[src/rtl/axi4l_pkg.sv]
// Shared AXI4-Lite types plus the GPIO register map, FSM state enums and decode helpers.
package axi4l_pkg;

  typedef logic [31:0] data_t;
  typedef logic [31:0] addr_t;
  typedef logic [3:0]  strb_t;

  typedef enum logic [1:0] {
    OKAY   = 2'b00,
    SLVERR = 2'b10
  } resp_t;

  localparam addr_t GPIO_OUT      = 32'h00;
  localparam addr_t GPIO_SET      = 32'h04;
  localparam addr_t GPIO_CLR      = 32'h08;
  localparam addr_t GPIO_TGL      = 32'h0C;
  localparam addr_t GPIO_IN       = 32'h10;
  localparam addr_t GPIO_IRQ_EN   = 32'h14;
  localparam addr_t GPIO_IRQ_STAT = 32'h18;

  typedef enum logic [1:0] {W_IDLE, W_HAVE_A, W_HAVE_D, W_RESP} w_state_t;
  typedef enum logic       {R_IDLE, R_RESP} r_state_t;

  typedef enum logic [2:0] {
    SEL_OUT, SEL_SET, SEL_CLR, SEL_TGL, SEL_IN, SEL_IRQ_EN, SEL_IRQ_STAT, SEL_NONE
  } reg_sel_t;

  // Registers are decoded on the word index addr[11:2] only.
  function automatic reg_sel_t reg_sel(input logic [9:0] idx);
    reg_sel_t s;
    case (idx)
      GPIO_OUT[11:2]:      s = SEL_OUT;
      GPIO_SET[11:2]:      s = SEL_SET;
      GPIO_CLR[11:2]:      s = SEL_CLR;
      GPIO_TGL[11:2]:      s = SEL_TGL;
      GPIO_IN[11:2]:       s = SEL_IN;
      GPIO_IRQ_EN[11:2]:   s = SEL_IRQ_EN;
      GPIO_IRQ_STAT[11:2]: s = SEL_IRQ_STAT;
      default:             s = SEL_NONE;
    endcase
    return s;
  endfunction

  function automatic data_t strb_mask(input strb_t strb);
    data_t m;
    for (int i = 0; i < 4; i++) m[8*i +: 8] = {8{strb[i]}};
    return m;
  endfunction

endpackage

[src/rtl/axi4l_if.sv]
// AXI4-Lite bundle with a single clock and synchronous active-low reset.
interface axi4l_if (
  input logic aclk,
  input logic aresetn
);
  import axi4l_pkg::*;

  addr_t awaddr;
  logic  awvalid;
  logic  awready;
  data_t wdata;
  strb_t wstrb;
  logic  wvalid;
  logic  wready;
  resp_t bresp;
  logic  bvalid;
  logic  bready;
  addr_t araddr;
  logic  arvalid;
  logic  arready;
  data_t rdata;
  resp_t rresp;
  logic  rvalid;
  logic  rready;

  modport slave (
    input  aclk, aresetn,
    input  awaddr, awvalid, output awready,
    input  wdata, wstrb, wvalid, output wready,
    output bresp, bvalid, input bready,
    input  araddr, arvalid, output arready,
    output rdata, rresp, rvalid, input rready
  );

  modport master (
    input  aclk, aresetn,
    output awaddr, awvalid, input awready,
    output wdata, wstrb, wvalid, input wready,
    input  bresp, bvalid, output bready,
    output araddr, arvalid, input arready,
    input  rdata, rresp, rvalid, output rready
  );

endinterface

[src/rtl/gpio_in_cond.sv]
// One GPIO input bit: synchroniser, optional debouncer (AXI4L_GPIO_DEBOUNCE_EN), rising-edge detect.
module gpio_in_cond #(
  parameter int SYNC_STAGES     = 2,
  parameter int DEBOUNCE_CYCLES = 100000
) (
  input  logic clk,
  input  logic rst_n,
  input  logic din,
  output logic lvl_o,
  output logic rise_o
);

  logic [SYNC_STAGES-1:0] sync_q, sync_d;
  logic                   lvl;
  logic                   prev_q, prev_d;

  always_comb sync_d = {sync_q[SYNC_STAGES-2:0], din};

`ifdef AXI4L_GPIO_DEBOUNCE_EN
  localparam int CW = $clog2(DEBOUNCE_CYCLES + 1);

  logic [CW-1:0] cnt_q, cnt_d;
  logic          db_q, db_d;

  // Any cycle where the synchronised bit agrees with the debounced one restarts the window.
  always_comb begin
    cnt_d = '0;
    db_d  = db_q;
    if (sync_q[SYNC_STAGES-1] != db_q) begin
      if (cnt_q == CW'(DEBOUNCE_CYCLES - 1)) db_d = sync_q[SYNC_STAGES-1];
      else                                   cnt_d = cnt_q + 1'b1;
    end
  end

  always_ff @(posedge clk) begin
    if (!rst_n) begin
      cnt_q <= '0;
      db_q  <= 1'b0;
    end else begin
      cnt_q <= cnt_d;
      db_q  <= db_d;
    end
  end

  assign lvl = db_q;
`else
  localparam int UNUSED_DB_CYCLES = DEBOUNCE_CYCLES;
  assign lvl = sync_q[SYNC_STAGES-1];
`endif

  always_comb prev_d = lvl;

  always_ff @(posedge clk) begin
    if (!rst_n) begin
      sync_q <= '0;
      prev_q <= 1'b0;
    end else begin
      sync_q <= sync_d;
      prev_q <= prev_d;
    end
  end

  assign lvl_o  = lvl;
  assign rise_o = lvl & ~prev_q;

endmodule

[src/rtl/axi4l_gpio.sv]
// AXI4-Lite GPIO: OUT/SET/CLR/TGL outputs, synchronised inputs, rising-edge IRQ.
// Define AXI4L_GPIO_DEBOUNCE_EN to debounce inputs over DEBOUNCE_CYCLES cycles.
module axi4l_gpio
  import axi4l_pkg::*;
#(
  parameter int N_OUT           = 4,
  parameter int N_IN            = 4,
  parameter int SYNC_STAGES     = 2,
  parameter int DEBOUNCE_CYCLES = 100000
) (
  axi4l_if.slave           axi,
  output logic [N_OUT-1:0] gpio_o,
  input  logic [N_IN-1:0]  gpio_i,
  output logic             irq
);

  logic clk, rst_n;
  assign clk   = axi.aclk;
  assign rst_n = axi.aresetn;

  // ---------------------------------------------------------------- inputs
  logic [N_IN-1:0] in_lvl, in_rise;

  gpio_in_cond #(
    .SYNC_STAGES     (SYNC_STAGES),
    .DEBOUNCE_CYCLES (DEBOUNCE_CYCLES)
  ) u_in [N_IN-1:0] (
    .clk    (clk),
    .rst_n  (rst_n),
    .din    (gpio_i),
    .lvl_o  (in_lvl),
    .rise_o (in_rise)
  );

  // ---------------------------------------------------------------- write FSM
  w_state_t w_state_q;
  logic     awready_q, wready_q, bvalid_q;
  resp_t    bresp_q;
  addr_t    awaddr_q;
  data_t    wdata_q;
  strb_t    wstrb_q;

  logic     aw_hs, w_hs, wr_en;
  addr_t    wr_addr;
  data_t    wr_data;
  strb_t    wr_strb;
  reg_sel_t wr_sel;
  resp_t    wr_resp;

  assign aw_hs = axi.awvalid & awready_q;
  assign w_hs  = axi.wvalid  & wready_q;

  // Commit source: live bus values, or whichever half was parked earlier.
  always_comb begin
    wr_en   = 1'b0;
    wr_addr = axi.awaddr;
    wr_data = axi.wdata;
    wr_strb = axi.wstrb;
    case (w_state_q)
      W_IDLE:   wr_en = aw_hs & w_hs;
      W_HAVE_A: begin
        wr_en   = w_hs;
        wr_addr = awaddr_q;
      end
      W_HAVE_D: begin
        wr_en   = aw_hs;
        wr_data = wdata_q;
        wr_strb = wstrb_q;
      end
      default: ;
    endcase
    wr_sel  = reg_sel(wr_addr[11:2]);
    wr_resp = (wr_sel == SEL_NONE) ? SLVERR : OKAY;
  end

  always_ff @(posedge clk) begin
    if (!rst_n) begin
      w_state_q <= W_IDLE;
      awready_q <= 1'b1;
      wready_q  <= 1'b1;
      bvalid_q  <= 1'b0;
      bresp_q   <= OKAY;
      awaddr_q  <= '0;
      wdata_q   <= '0;
      wstrb_q   <= '0;
    end else begin
      case (w_state_q)
        W_IDLE: begin
          if (aw_hs && w_hs) begin
            w_state_q <= W_RESP;
            awready_q <= 1'b0;
            wready_q  <= 1'b0;
            bvalid_q  <= 1'b1;
            bresp_q   <= wr_resp;
          end else if (aw_hs) begin
            w_state_q <= W_HAVE_A;
            awready_q <= 1'b0;
            awaddr_q  <= axi.awaddr;
          end else if (w_hs) begin
            w_state_q <= W_HAVE_D;
            wready_q  <= 1'b0;
            wdata_q   <= axi.wdata;
            wstrb_q   <= axi.wstrb;
          end
        end
        W_HAVE_A: begin
          if (w_hs) begin
            w_state_q <= W_RESP;
            wready_q  <= 1'b0;
            bvalid_q  <= 1'b1;
            bresp_q   <= wr_resp;
          end
        end
        W_HAVE_D: begin
          if (aw_hs) begin
            w_state_q <= W_RESP;
            awready_q <= 1'b0;
            bvalid_q  <= 1'b1;
            bresp_q   <= wr_resp;
          end
        end
        W_RESP: begin
          if (axi.bready) begin
            w_state_q <= W_IDLE;
            awready_q <= 1'b1;
            wready_q  <= 1'b1;
            bvalid_q  <= 1'b0;
          end
        end
        default: w_state_q <= W_IDLE;
      endcase
    end
  end

  // ---------------------------------------------------------------- registers
  logic [N_OUT-1:0] out_q, out_d;
  logic [N_IN-1:0]  irq_en_q, irq_en_d;
  logic [N_IN-1:0]  irq_stat_q, irq_stat_d;
  logic [N_IN-1:0]  stat_clr;
  logic             irq_q, irq_d;
  data_t            wmask, wbits;

  always_comb begin
    out_d    = out_q;
    irq_en_d = irq_en_q;
    stat_clr = '0;
    wmask    = strb_mask(wr_strb);
    wbits    = wr_data & wmask;
    if (wr_en) begin
      case (wr_sel)
        SEL_OUT:      out_d    = (out_q & ~wmask[N_OUT-1:0]) | wbits[N_OUT-1:0];
        SEL_SET:      out_d    = out_q | wbits[N_OUT-1:0];
        SEL_CLR:      out_d    = out_q & ~wbits[N_OUT-1:0];
        SEL_TGL:      out_d    = out_q ^ wbits[N_OUT-1:0];
        SEL_IRQ_EN:   irq_en_d = (irq_en_q & ~wmask[N_IN-1:0]) | wbits[N_IN-1:0];
        SEL_IRQ_STAT: stat_clr = wbits[N_IN-1:0];
        default: ;
      endcase
    end
    // A fresh edge beats a coincident W1C on the same bit.
    irq_stat_d = (irq_stat_q & ~stat_clr) | in_rise;
    irq_d      = |(irq_stat_q & irq_en_q);
  end

  always_ff @(posedge clk) begin
    if (!rst_n) begin
      out_q      <= '0;
      irq_en_q   <= '0;
      irq_stat_q <= '0;
      irq_q      <= 1'b0;
    end else begin
      out_q      <= out_d;
      irq_en_q   <= irq_en_d;
      irq_stat_q <= irq_stat_d;
      irq_q      <= irq_d;
    end
  end

  // ---------------------------------------------------------------- read FSM
  r_state_t r_state_q;
  logic     arready_q, rvalid_q, ar_hs;
  data_t    rdata_q, rd_data;
  resp_t    rresp_q, rd_resp;
  reg_sel_t rd_sel;

  assign ar_hs = axi.arvalid & arready_q;

  always_comb begin
    rd_sel  = reg_sel(axi.araddr[11:2]);
    rd_data = '0;
    rd_resp = OKAY;
    case (rd_sel)
      SEL_OUT:      rd_data[N_OUT-1:0] = out_q;
      SEL_IN:       rd_data[N_IN-1:0]  = in_lvl;
      SEL_IRQ_EN:   rd_data[N_IN-1:0]  = irq_en_q;
      SEL_IRQ_STAT: rd_data[N_IN-1:0]  = irq_stat_q;
      SEL_NONE:     rd_resp            = SLVERR;
      default: ;
    endcase
  end

  always_ff @(posedge clk) begin
    if (!rst_n) begin
      r_state_q <= R_IDLE;
      arready_q <= 1'b1;
      rvalid_q  <= 1'b0;
      rdata_q   <= '0;
      rresp_q   <= OKAY;
    end else begin
      case (r_state_q)
        R_IDLE: begin
          if (ar_hs) begin
            r_state_q <= R_RESP;
            arready_q <= 1'b0;
            rvalid_q  <= 1'b1;
            rdata_q   <= rd_data;
            rresp_q   <= rd_resp;
          end
        end
        R_RESP: begin
          if (axi.rready) begin
            r_state_q <= R_IDLE;
            arready_q <= 1'b1;
            rvalid_q  <= 1'b0;
          end
        end
        default: r_state_q <= R_IDLE;
      endcase
    end
  end

  logic unused_ok;
  assign unused_ok = ^{wmask, wbits, wr_addr[31:12], wr_addr[1:0],
                       axi.araddr[31:12], axi.araddr[1:0]};

  assign axi.awready = awready_q;
  assign axi.wready  = wready_q;
  assign axi.bvalid  = bvalid_q;
  assign axi.bresp   = bresp_q;
  assign axi.arready = arready_q;
  assign axi.rvalid  = rvalid_q;
  assign axi.rdata   = rdata_q;
  assign axi.rresp   = rresp_q;
  assign gpio_o      = out_q;
  assign irq         = irq_q;

endmodule
[src/flat_wrapper.sv]
// flat-port wrapper written by rule: the top's interface ports become plain ports
module axi4l_gpio_flat import axi4l_pkg::*;
#(
  parameter int N_OUT           = 4,
  parameter int N_IN            = 4,
  parameter int SYNC_STAGES     = 2,
  parameter int DEBOUNCE_CYCLES = 100000
)
  (gpio_o, gpio_i, irq, aclk, aresetn, axi_awaddr, axi_awvalid, axi_awready, axi_wdata, axi_wstrb, axi_wvalid, axi_wready, axi_bresp, axi_bvalid, axi_bready, axi_araddr, axi_arvalid, axi_arready, axi_rdata, axi_rresp, axi_rvalid, axi_rready);
  axi4l_if axi_i (.aclk(aclk), .aresetn(aresetn));
  output logic [N_OUT-1:0] gpio_o;
  input  logic [N_IN-1:0] gpio_i;
  output logic irq;
  input wire logic aclk;
  input wire logic aresetn;
  input wire logic [$bits(axi_i.awaddr)-1:0] axi_awaddr;
  input wire logic [$bits(axi_i.awvalid)-1:0] axi_awvalid;
  output wire logic [$bits(axi_i.awready)-1:0] axi_awready;
  input wire logic [$bits(axi_i.wdata)-1:0] axi_wdata;
  input wire logic [$bits(axi_i.wstrb)-1:0] axi_wstrb;
  input wire logic [$bits(axi_i.wvalid)-1:0] axi_wvalid;
  output wire logic [$bits(axi_i.wready)-1:0] axi_wready;
  output wire logic [$bits(axi_i.bresp)-1:0] axi_bresp;
  output wire logic [$bits(axi_i.bvalid)-1:0] axi_bvalid;
  input wire logic [$bits(axi_i.bready)-1:0] axi_bready;
  input wire logic [$bits(axi_i.araddr)-1:0] axi_araddr;
  input wire logic [$bits(axi_i.arvalid)-1:0] axi_arvalid;
  output wire logic [$bits(axi_i.arready)-1:0] axi_arready;
  output wire logic [$bits(axi_i.rdata)-1:0] axi_rdata;
  output wire logic [$bits(axi_i.rresp)-1:0] axi_rresp;
  output wire logic [$bits(axi_i.rvalid)-1:0] axi_rvalid;
  input wire logic [$bits(axi_i.rready)-1:0] axi_rready;
  assign axi_i.awaddr = axi_awaddr;
  assign axi_i.awvalid = axi_awvalid;
  assign axi_awready = axi_i.awready;
  assign axi_i.wdata = axi_wdata;
  assign axi_i.wstrb = axi_wstrb;
  assign axi_i.wvalid = axi_wvalid;
  assign axi_wready = axi_i.wready;
  assign axi_bresp = axi_i.bresp;
  assign axi_bvalid = axi_i.bvalid;
  assign axi_i.bready = axi_bready;
  assign axi_i.araddr = axi_araddr;
  assign axi_i.arvalid = axi_arvalid;
  assign axi_arready = axi_i.arready;
  assign axi_rdata = axi_i.rdata;
  assign axi_rresp = axi_i.rresp;
  assign axi_rvalid = axi_i.rvalid;
  assign axi_i.rready = axi_rready;
  axi4l_gpio #(.N_OUT(N_OUT), .N_IN(N_IN), .SYNC_STAGES(SYNC_STAGES), .DEBOUNCE_CYCLES(DEBOUNCE_CYCLES)) u_core (.axi(axi_i), .gpio_o(gpio_o), .gpio_i(gpio_i), .irq(irq));
endmodule
[config.mk]
export PLATFORM = sky130hd
export DESIGN_NAME = axi4l_gpio_flat
export DESIGN_NICKNAME = d
export VERILOG_FILES = /design/src/rtl/axi4l_pkg.sv /design/src/rtl/axi4l_if.sv /design/src/rtl/gpio_in_cond.sv /design/src/rtl/axi4l_gpio.sv /design/src/flat_wrapper.sv
export SDC_FILE = /design/constraint.sdc
export NUM_CORES = 1
export LEC_CHECK = 0
export CAP_MARGIN = 20
export CORE_MARGIN = 2
export CORE_UTILIZATION = 40
export DETAILED_ROUTE_END_ITERATION = 8
export GPL_TIMING_DRIVEN = 0
export HOLD_SLACK_MARGIN = 0.05
export PLACE_DENSITY = 0.83
export REMOVE_ABC_BUFFERS = 1
export SLEW_MARGIN = 20
export SYNTH_ARGS = -nofsm -noshare
export SYNTH_HDL_FRONTEND = slang
export SYNTH_HIERARCHICAL = 1
export SYNTH_SLANG_ARGS = --single-unit
[constraint.sdc]
create_clock -name aclk -period 2.8 [get_ports aclk]
set_input_delay 0.28 -clock aclk [delete_from_list [all_inputs] [get_ports aclk]]
set_output_delay 0.28 -clock aclk [all_outputs]
set_load 0.1 [all_outputs]
# Word level (Yosys, flattened, before mapping)
# Cells that the tools add are included.
[op_classes] n_eq_ne=33 n_mux=45 bitwise=29 reduce_logical=22
[op_table] operator="$eq 10x3->1 const B" n=6
[op_table] operator="$pmux 3 s7" n=2
[op_table] operator="$eq 10x2->1 const B" n=4
[op_table] operator="$pmux 4 s4" n=2
[op_table] operator="$and 4x4->4" n=6
[op_table] operator="$mux 2" n=11
[op_table] operator="$eq 3x3->1 const B" n=7
[op_table] operator="$eq 10x1->1 const B" n=2
[op_table] operator="$logic_not 10->1" n=2
[op_table] operator="$mux 1" n=17
[op_table] operator="$or 4x4->4" n=4
[op_table] operator="$reduce_and 4->1" n=4
[op_table] operator="$mux 12" n=1
[op_table] operator="$mux 4" n=3
[op_table] operator="$not 4->4" n=3
[op_table] operator="$reduce_and 2->1" n=5
[op_table] operator="$pmux 1 s3" n=3
[op_table] operator="$reduce_bool 3->1" n=3
[op_table] operator="$and 1x1->1" n=8
[op_table] operator="$ne 2x1->1 const B" n=4
[op_table] operator="$pmux 2 s4" n=1
[op_table] operator="$not 1->1" n=7
[op_table] operator="$eq 3x2->1 const B" n=2
[op_table] operator="$logic_not 3->1" n=2
[op_table] operator="15 further kinds" n=20
[totals] regBits=58 input_bits=111 output_inout_bits=46 elab_cells=154

# Logic depth before layout (Yosys ltp)
# Gate-level depths: netlist of run 1.
[logic_depth] ltp_word=10 ltp_mapped=10 depth_no_buf=9

# By module
# The synthesis of run 1 kept the hierarchy.
[modules_own_cells] mod="axi4l_gpio" n_inst=1 cells_per_inst=302 area_per_inst_um2=2572.5 seq_area_each_um2=840.8
[modules_own_cells] mod="gpio_in_cond" n_inst=4 cells_per_inst=7 area_per_inst_um2=92.6 seq_area_each_um2=60.1

# Worst setup path after synthesis of run 1
# OpenSTA, ideal clock, no wires.
[synth_timing] kind="flip-flop to flip-flop" from="register u_core.wready_q, in the netlist u_core/axi.wready" to="register u_core.out_q[0], in the netlist u_core/gpio_o[0]" setup_ns=0.128 arrival_ns=2.209 required_time_ns=2.672 path_slack_ns=0.463 path_stages_with_launch=6 path_buffers=0 period_less_slack_ns=2.337 cell_sequence="dfxtp_1 > nand2_1 > a2bb2oi_1 > or4_4 > nor4_1 > a311oi_1"
[synth_via] elab_chain_cells=4
[synth_lines] item="from (decl)" line_no="axi4l_gpio.sv:37" rtl="logic awready_q, wready_q, bvalid_q;"
[synth_lines] item="from (signal assigned)" line_no="axi4l_gpio.sv:80" rtl="wready_q <= 1'b1;"
[synth_lines] item="from (signal assigned)" line_no="axi4l_gpio.sv:92" rtl="wready_q <= 1'b0;"
[synth_lines] item="from (signal assigned)" line_no="axi4l_gpio.sv:101" rtl="wready_q <= 1'b0;"
[synth_lines] item="$and 1x1->1 (*)" line_no="axi4l_gpio.sv:51" rtl="assign w_hs = axi.wvalid & wready_q;"
[synth_lines] item="$and 1x1->1" line_no="axi4l_gpio.sv:60" rtl="W_IDLE: wr_en = aw_hs & w_hs;"
[synth_lines] item="$pmux 1 s3 (*)" line_no="axi4l_gpio.sv:59" rtl="case (w_state_q)"
[synth_lines] item="$reduce_and 2->1 (no source line) (*)"
[synth_lines] item="to (signal assigned)" line_no="axi4l_gpio.sv:172" rtl="out_q <= out_d;"
[synth_lines] item="to (decl)" line_no="axi4l_gpio.sv:136" rtl="logic [N_OUT-1:0] out_q, out_d;"
# Mark *: on every way between the ends. The rest lies on a longest branch, timed or not.
# A chain may end at the register's enable or synchronous reset.

# Final worst setup path of run 1
[layout_timing] from="register u_core.w_state_q[1]" to="register u_core.out_q[0], in the netlist u_core/gpio_o[0]"
[layout_via] elab_chain_cells=7 elab_cells_between_ends=30 cone_classes="eq/ne: 11; mux: 6; bitwise: 8; reduce/logical: 5"
[layout_lines] item="from (decl)" line_no="axi4l_gpio.sv:36" rtl="w_state_t w_state_q;"
[layout_lines] item="from (signal assigned)" line_no="axi4l_gpio.sv:78" rtl="w_state_q <= W_IDLE;"
[layout_lines] item="from (signal assigned)" line_no="axi4l_gpio.sv:90" rtl="w_state_q <= W_RESP;"
[layout_lines] item="from (signal assigned)" line_no="axi4l_gpio.sv:96" rtl="w_state_q <= W_HAVE_A;"
[layout_lines] item="$eq 2x1->1" line_no="axi4l_gpio.sv:59"
[layout_lines] item="$mux 12" line_no="axi4l_gpio.sv:59"
[layout_lines] item="$eq 10x3->1, or another cell as far along" line_no="axi4l_pkg.sv:31" rtl="case (idx)"
[layout_lines] item="$pmux 3 s7" line_no="axi4l_pkg.sv:31"
[layout_lines] item="$eq 3x1->1, or another cell as far along" line_no="axi4l_gpio.sv:150" rtl="case (wr_sel)"
[layout_lines] item="$reduce_bool 4->1 (no source line)"
[layout_lines] item="$reduce_and 2->1 (no source line)"
# Parallel ways exist; a longest one is shown, timed or not.

==> impl_metrics.env, run 1 <==
export IMPL_status="finished, final reports clean"
export IMPL_finalMaxSlewViolations=0
export IMPL_dieArea_um2=8060
export IMPL_rows=31
export IMPL_die_w_um=89.78
export IMPL_tns_ps=0
export IMPL_drt_initial_drc_count=149
export IMPL_viasPerCell=5.159
export IMPL_skew_ps=10.05
export IMPL_ys_flop_type="dfxtp_1"
export IMPL_io_pins=157
export IMPL_grt_max_degree=30
export IMPL_max_stage_delay_ps=620
export IMPL_clock_latency_ps=310
export IMPL_fin_crit_ps=2621
export IMPL_synth_top_area_share=0.3673
export IMPL_hold_slack_ps=433.7
export IMPL_postRouteAntennaNets=0
export IMPL_synthArstFlopShare=0
export IMPL_crit_required_ps=2990
export IMPL_layout_commonest_cell="dfxtp_1"
export IMPL_h_tree_depth=2
export IMPL_sequentialPowerShare=0.357
export IMPL_yosys_register_bits=54
export IMPL_cts_hold_buf=0
export IMPL_postSynthAreaPerCell_um2=8.918
export IMPL_drv_cap=0
export IMPL_peakVddDrop_mv=0.3296
export IMPL_clock_path_buffers=2
export IMPL_final_util=0.4964
export IMPL_drive_gt1_frac=0.07672
export IMPL_track_usage=0.1568
export IMPL_routed_wl_mm=6.564
export IMPL_worstSetupPathType="register to register"
export IMPL_worstSetupStartpointType="register"
export IMPL_design_area_um2=3562
export IMPL_cts_root_buffer="clkbuf_8"
export IMPL_p_clk_frac=0.217
export IMPL_fill_cells=644
export IMPL_grt_pass1_vias=2309
export IMPL_worstPathArrival_ps=2810
export IMPL_intPower_uw=1470
export IMPL_p_switching_uw=1086
export IMPL_cts_made_buffers=5
export IMPL_netlist_instances=330
export IMPL_wl_per_cell_um=13.76
export IMPL_post_dp_cell_area_um2=3421
export IMPL_yosys_warnings=6
export IMPL_p_comb_frac=0.426
export IMPL_synth_seq_area_share=0.3673
export IMPL_antenna_found_initial=0
export IMPL_vias=2461
export IMPL_antenna_cells=0
export IMPL_nets=498
export IMPL_floorplan_initialDensity=0.4101
export IMPL_portBuffers=51
export IMPL_grt_overflow=0
export IMPL_cts_tree="done"
export IMPL_most_common_layout_cells="dfxtp_1 (54), clkdlybuf4s50_1 (51), nor2_1 (33)"
export IMPL_cts_sink_count=54
export IMPL_fmax_ghz=0.3815
export IMPL_switching_share=0.4248
export IMPL_p_per_area_nw_per_um2=717.6
export IMPL_grt_pass1_wl_mm=10.70
export IMPL_hold_class="register to register"
export IMPL_core_area_um2=7176
export IMPL_drc=0
export IMPL_dp_cells=469
export IMPL_syn2layout_area_growth_pct=21.05
export IMPL_worst_path_max_delay_cell="or4_4"
export IMPL_synth_edf_count=0
export IMPL_fin_cells=477
export IMPL_synth_cell_types=45
export IMPL_timing_final_crit_share=0.9361
export IMPL_tightest_slew_ps=990.9
export IMPL_gp_congestion=0.8466
export IMPL_synth_area_um2=2943
export IMPL_finalHoldViolations=0
export IMPL_rrSetupSlack_ps=180
export IMPL_crit_path_end_kind="register"
export IMPL_setup_viol=0
export IMPL_synth_top_area_cell="dfxtp_1"
export IMPL_cts_clk_slew_worst_paths_ps=90
export IMPL_yosys_top_cells_area="dfxtp_1 (37%), buf_4 (7.7%), mux2i_1 (7.5%)"
export IMPL_postCtsSetupRepairBufs=0
export IMPL_relSlewSlack=0.3373
export IMPL_p_leak_uw=0.001373
export IMPL_critical_path_max_fanout=16
export IMPL_dp_hpwl_mm=4.771
export IMPL_path_cells="inv_1 > ha_2 > nor4b_2 > a22oi_2 > or4_4 > nor4_1 > a311oi_1"
export IMPL_dr_pass1_iters=4
export IMPL_die_y_um=89.78
[worst paths after layout]
path,startpoint,endpoint,cells past startpoint
setup / recovery,u_core/w_state_q[1],u_core/gpio_o[0],7
hold / removal,u_core/u_in[3]/sync_q[0],u_core/u_in[3]/sync_q[1],1
setup reg to reg,u_core/w_state_q[1],u_core/gpio_o[0],7
hold reg to reg,u_core/u_in[3]/sync_q[0],u_core/u_in[3]/sync_q[1],1
[critical path: cells and delay by family, from the launching register on]
kind	cells	cell delay, ps
buffers and inverters	1	130
adder cells (fa/ha/maj)	1	380
AO/OA/AOI/OAI	2	350
AND/OR/NAND/NOR	3	1270
flip-flops	1	360
[sequential cells by signal, indices dropped and copies added, names as in the netlist, named ones only]
name                cells
u_core/awaddr_q        10
u_core/axi.arready      1
u_core/axi.awready      1
u_core/axi.bresp        1
u_core/axi.bvalid       1
u_core/axi.rdata        4
u_core/axi.rresp        1
u_core/axi.rvalid       1
u_core/axi.wready       1
u_core/gpio_o           4
u_core/irq              1
u_core/irq_stat_q       4
u_core/r_state_q        1
u_core/u_in/prev_q      4
u_core/u_in/sync_q      8
u_core/w_state_q        2
u_core/wdata_q          4
u_core/wstrb_q          1
[layer usage]
metal,GRT usage,vias to the layer above,share of wire
li1,-,1215,-
met1,0.1941,1161,0.44
met2,0.2639,74,0.49
met3,0.03604,11,0.059
met4,0.06410,0,0.015
met5,0,-,0
[cells in the mapped netlist, drive strengths merged, types with 9 or more instances]
library cell  count
a21oi            17
and2             17
mux2i            22
nor2b             9
a2bb2oi          13
nor2             34
nor4             14
ha               10
o21ai            16
dfxtp            54
nor3              9
nand2            18
buf              33
[repair_timing]
item,4_1_cts,5_1_grt
gates cloned,0,0
setup endpoints to repair,6,12
gates resized for setup,1,3
endpoints found under the hold margin,0,0
[final cells by class]
cell class	count	area (um2)	area share
clock buffer	6	82.58	0.02318
inverter	5	18.77	0.005269
multi-input combinational	260	1707	0.4791
timing repair buffer	51	510.5	0.1433
sequential	54	1081	0.3035
clock inverter	2	38.79	0.01089
tap	99	123.9	0.03477
[per-stage QoR]
| stage | setup WS, ps | total power [uW] |
|---|---|---|
| finish | 179.0 | 2556 |
| global route | -1.386 | 2673 |
| CTS | 55.14 | 2546 |
| detailed placement | -134.0 | 1988 |
| global placement | -59.43 | 1954 |
| floorplan | 392.0 | 1752 |
[power by group through the flow]
stage	combinational [uW]	clock [uW]	sequential, uW
finish	1090	555	912
CTS	1070	568	910
global route	1160	593	924
detailed placement	1060	0	927
global placement	1030	0	921
floorplan	644	0	1110
[logic make-up after synthesis]
group,Yosys count,synth area share
flip-flops,54,0.3673
buffers and inverters,45,0.09652
adder cells (fa/ha/maj),10,0.04252
multiplexers,27,0.09396
AO/OA/AOI/OAI,71,0.1620
other,1,0.001274
AND/OR/NAND/NOR,122,0.2364
Note: power is estimated with default switching activity, not from simulation.
==> inputs of run 2 (changes only) <==
CAP_MARGIN = 10   (was 20)
SLEW_MARGIN = 30   (was 20)
==> impl_metrics.env, run 2 (synthesis gave the netlist of run 1 again) <==
export IMPL_status="finished, final reports clean"
export IMPL_rrSetupSlack_ps=160
export IMPL_cts_clk_slew_worst_paths_ps=100
export IMPL_p_comb_frac=0.430
export IMPL_r2r_start="u_core/w_state_q[1]"
export IMPL_busiest_layer="met2"
export IMPL_hold_slack_ps=434.7
export IMPL_r2r_cells=8
export IMPL_worstPathArrival_ps=2820
export IMPL_floorplan_initialDensity=0.4101
export IMPL_drc=0
export IMPL_clock_path_buffers=2
export IMPL_met2_usage=0.2847
export IMPL_nets=499
export IMPL_syn2layout_area_growth_pct=21.34
export IMPL_cts_sink_count=54
export IMPL_cp_startpoint="u_core/w_state_q[1]"
export IMPL_postRouteAntennaNets=0
export IMPL_dr_pass1_iters=5
export IMPL_vias=2476
export IMPL_peakVddDrop_mv=0.3170
export IMPL_cts_made_buffers=5
export IMPL_gp_congestion=0.8466
export IMPL_routed_wl_mm=6.523
export IMPL_portBuffers=51
export IMPL_cts_tree="done"
export IMPL_worstSetupStartpointType="register"
export IMPL_layout_commonest_cell="dfxtp_1"
export IMPL_postCtsSetupRepairBufs=0
export IMPL_regMostFlops="u_core/awaddr_q"
export IMPL_p_per_area_nw_per_um2=715.4
export IMPL_skew_ps=6.156
export IMPL_crit_end="u_core/gpio_o[0]"
export IMPL_setup_viol=0
export IMPL_drv_cap=0
export IMPL_largest_reg_flops=10
export IMPL_reg_top3="u_core/awaddr_q: 10 flops, u_core/u_in/sync_q: 8 flops"
export IMPL_grt_use_met3=0.03185
export IMPL_cts_root_buffer="clkbuf_8"
export IMPL_rows=31
export IMPL_final_util=0.4976
export IMPL_finalHoldViolations=0
export IMPL_core_area_um2=7176
export IMPL_grt_pass1_vias=2356
export IMPL_wl_per_cell_um=13.65
export IMPL_p_switching_uw=1096
export IMPL_grt_pass1_wl_mm=10.96
export IMPL_crit_required_ps=2990
export IMPL_h_tree_depth=2
export IMPL_reg2reg_to="u_core/gpio_o[0]"
export IMPL_io_pins=157
export IMPL_antenna_found_initial=0
export IMPL_grt_overflow=0
export IMPL_drive_gt1_frac=0.07652
export IMPL_die_w_um=89.78
export IMPL_cts_resized_gates=3
export IMPL_relSlewSlack=0.3377
export IMPL_antenna_cells=0
export IMPL_switching_share=0.4288
export IMPL_viasPerCell=5.180
export IMPL_clock_latency_ps=310
export IMPL_grt_max_degree=30
export IMPL_cts_hold_buf=0
export IMPL_p_clk_frac=0.212
export IMPL_critical_path_max_fanout=14
export IMPL_timing_final_crit_share=0.9413
export IMPL_crit_path_end_kind="register"
export IMPL_worstSetupPathType="register to register"
export IMPL_dp_hpwl_mm=4.877
export IMPL_tightest_slew_ps=990.3
export IMPL_fmax_ghz=0.3794
export IMPL_finalMaxSlewViolations=0
export IMPL_dieArea_um2=8060
export IMPL_die_y_um=89.78
export IMPL_drt_initial_drc_count=104
export IMPL_track_usage=0.1622
export IMPL_gr_usage_met1=0.1937
export IMPL_p_leak_uw=0.001374
export IMPL_fin_crit_ps=2636
export IMPL_hold_class="register to register"
export IMPL_most_common_layout_cells="dfxtp_1 (54), clkdlybuf4s50_1 (51), nor2_1 (33)"
export IMPL_sequentialPowerShare=0.357
export IMPL_rsz0062_at_grt="no"
export IMPL_intPower_uw=1459
run 2: worst min-delay path by stage:
stage / start / end / slack, ps / depth (start not counted)
after floorplan: aresetn / u_core/axi.wready / 350 / 1
after global placement: u_core/u_in[0]/sync_q[0] / u_core/u_in[0]/sync_q[1] / 410 / 1
after detailed placement: u_core/u_in[1]/sync_q[0] / u_core/u_in[1]/sync_q[1] / 420 / 1
after CTS: u_core/u_in[1]/sync_q[0] / u_core/u_in[1]/sync_q[1] / 440 / 1
after global routing: u_core/u_in[0]/sync_q[0] / u_core/u_in[0]/sync_q[1] / 460 / 1
final: u_core/u_in[1]/sync_q[0] / u_core/u_in[1]/sync_q[1] / 430 / 1
run 2: final cells by class:
cell class                 count  area [um2]
fill                         660        3605
multi-input combinational    260        1712
sequential                    54        1081
timing repair buffer          52       518.0
tap                           99       123.9
clock buffer                   5       68.82
clock inverter                 3       48.80
inverter                       5       18.77
run 2: power groups by stage:
stage / sequential [uW] / clock, uW / combinational, uW
global route: 927 / 583 / 1160
floorplan: 1110 / 0 / 644
CTS: 910 / 554 / 1080
finish: 913 / 542 / 1100
detailed placement: 927 / 0 / 1070
global placement: 921 / 0 / 1030
run 2: worst max-delay path, stage by stage, from the launching register on:
cell and delay, ps:
dfxtp_1 350, inv_1 160, ha_4 260, nor4b_2 220, a22oi_1 230, buf_4 250, or4_4 560, nor4_1 380
a311oi_1 100
run 2: through the flow:
| stage | TNS (ps) | worst slack [ps] | area [um2] | total power, uW | cells |
|---|---|---|---|---|---|
| 3_3_place_gp | -59.43 | -59.43 | 3421 | 1954 | 469 |
| 6_report | 0 | 164.4 | 3571 | 2555 | 478 |
| 2_1_floorplan | 0 | 392.0 | 2786 | 1752 | 319 |
| 5_1_grt | 0 | 43.18 | 3571 | 2672 | 478 |
| 4_1_cts | 0 | 121.3 | 3561 | 2545 | 478 |
| 3_5_place_dp | -388.5 | -80.64 | 3428 | 1996 | 470 |
run 2: per-layer routing:
layer | vias up | share of wire
li1 | 1220 | -
met1 | 1171 | 0.43
met2 | 74 | 0.50
met3 | 11 | 0.044
met4 | 0 | 0.022
met5 | - | 0
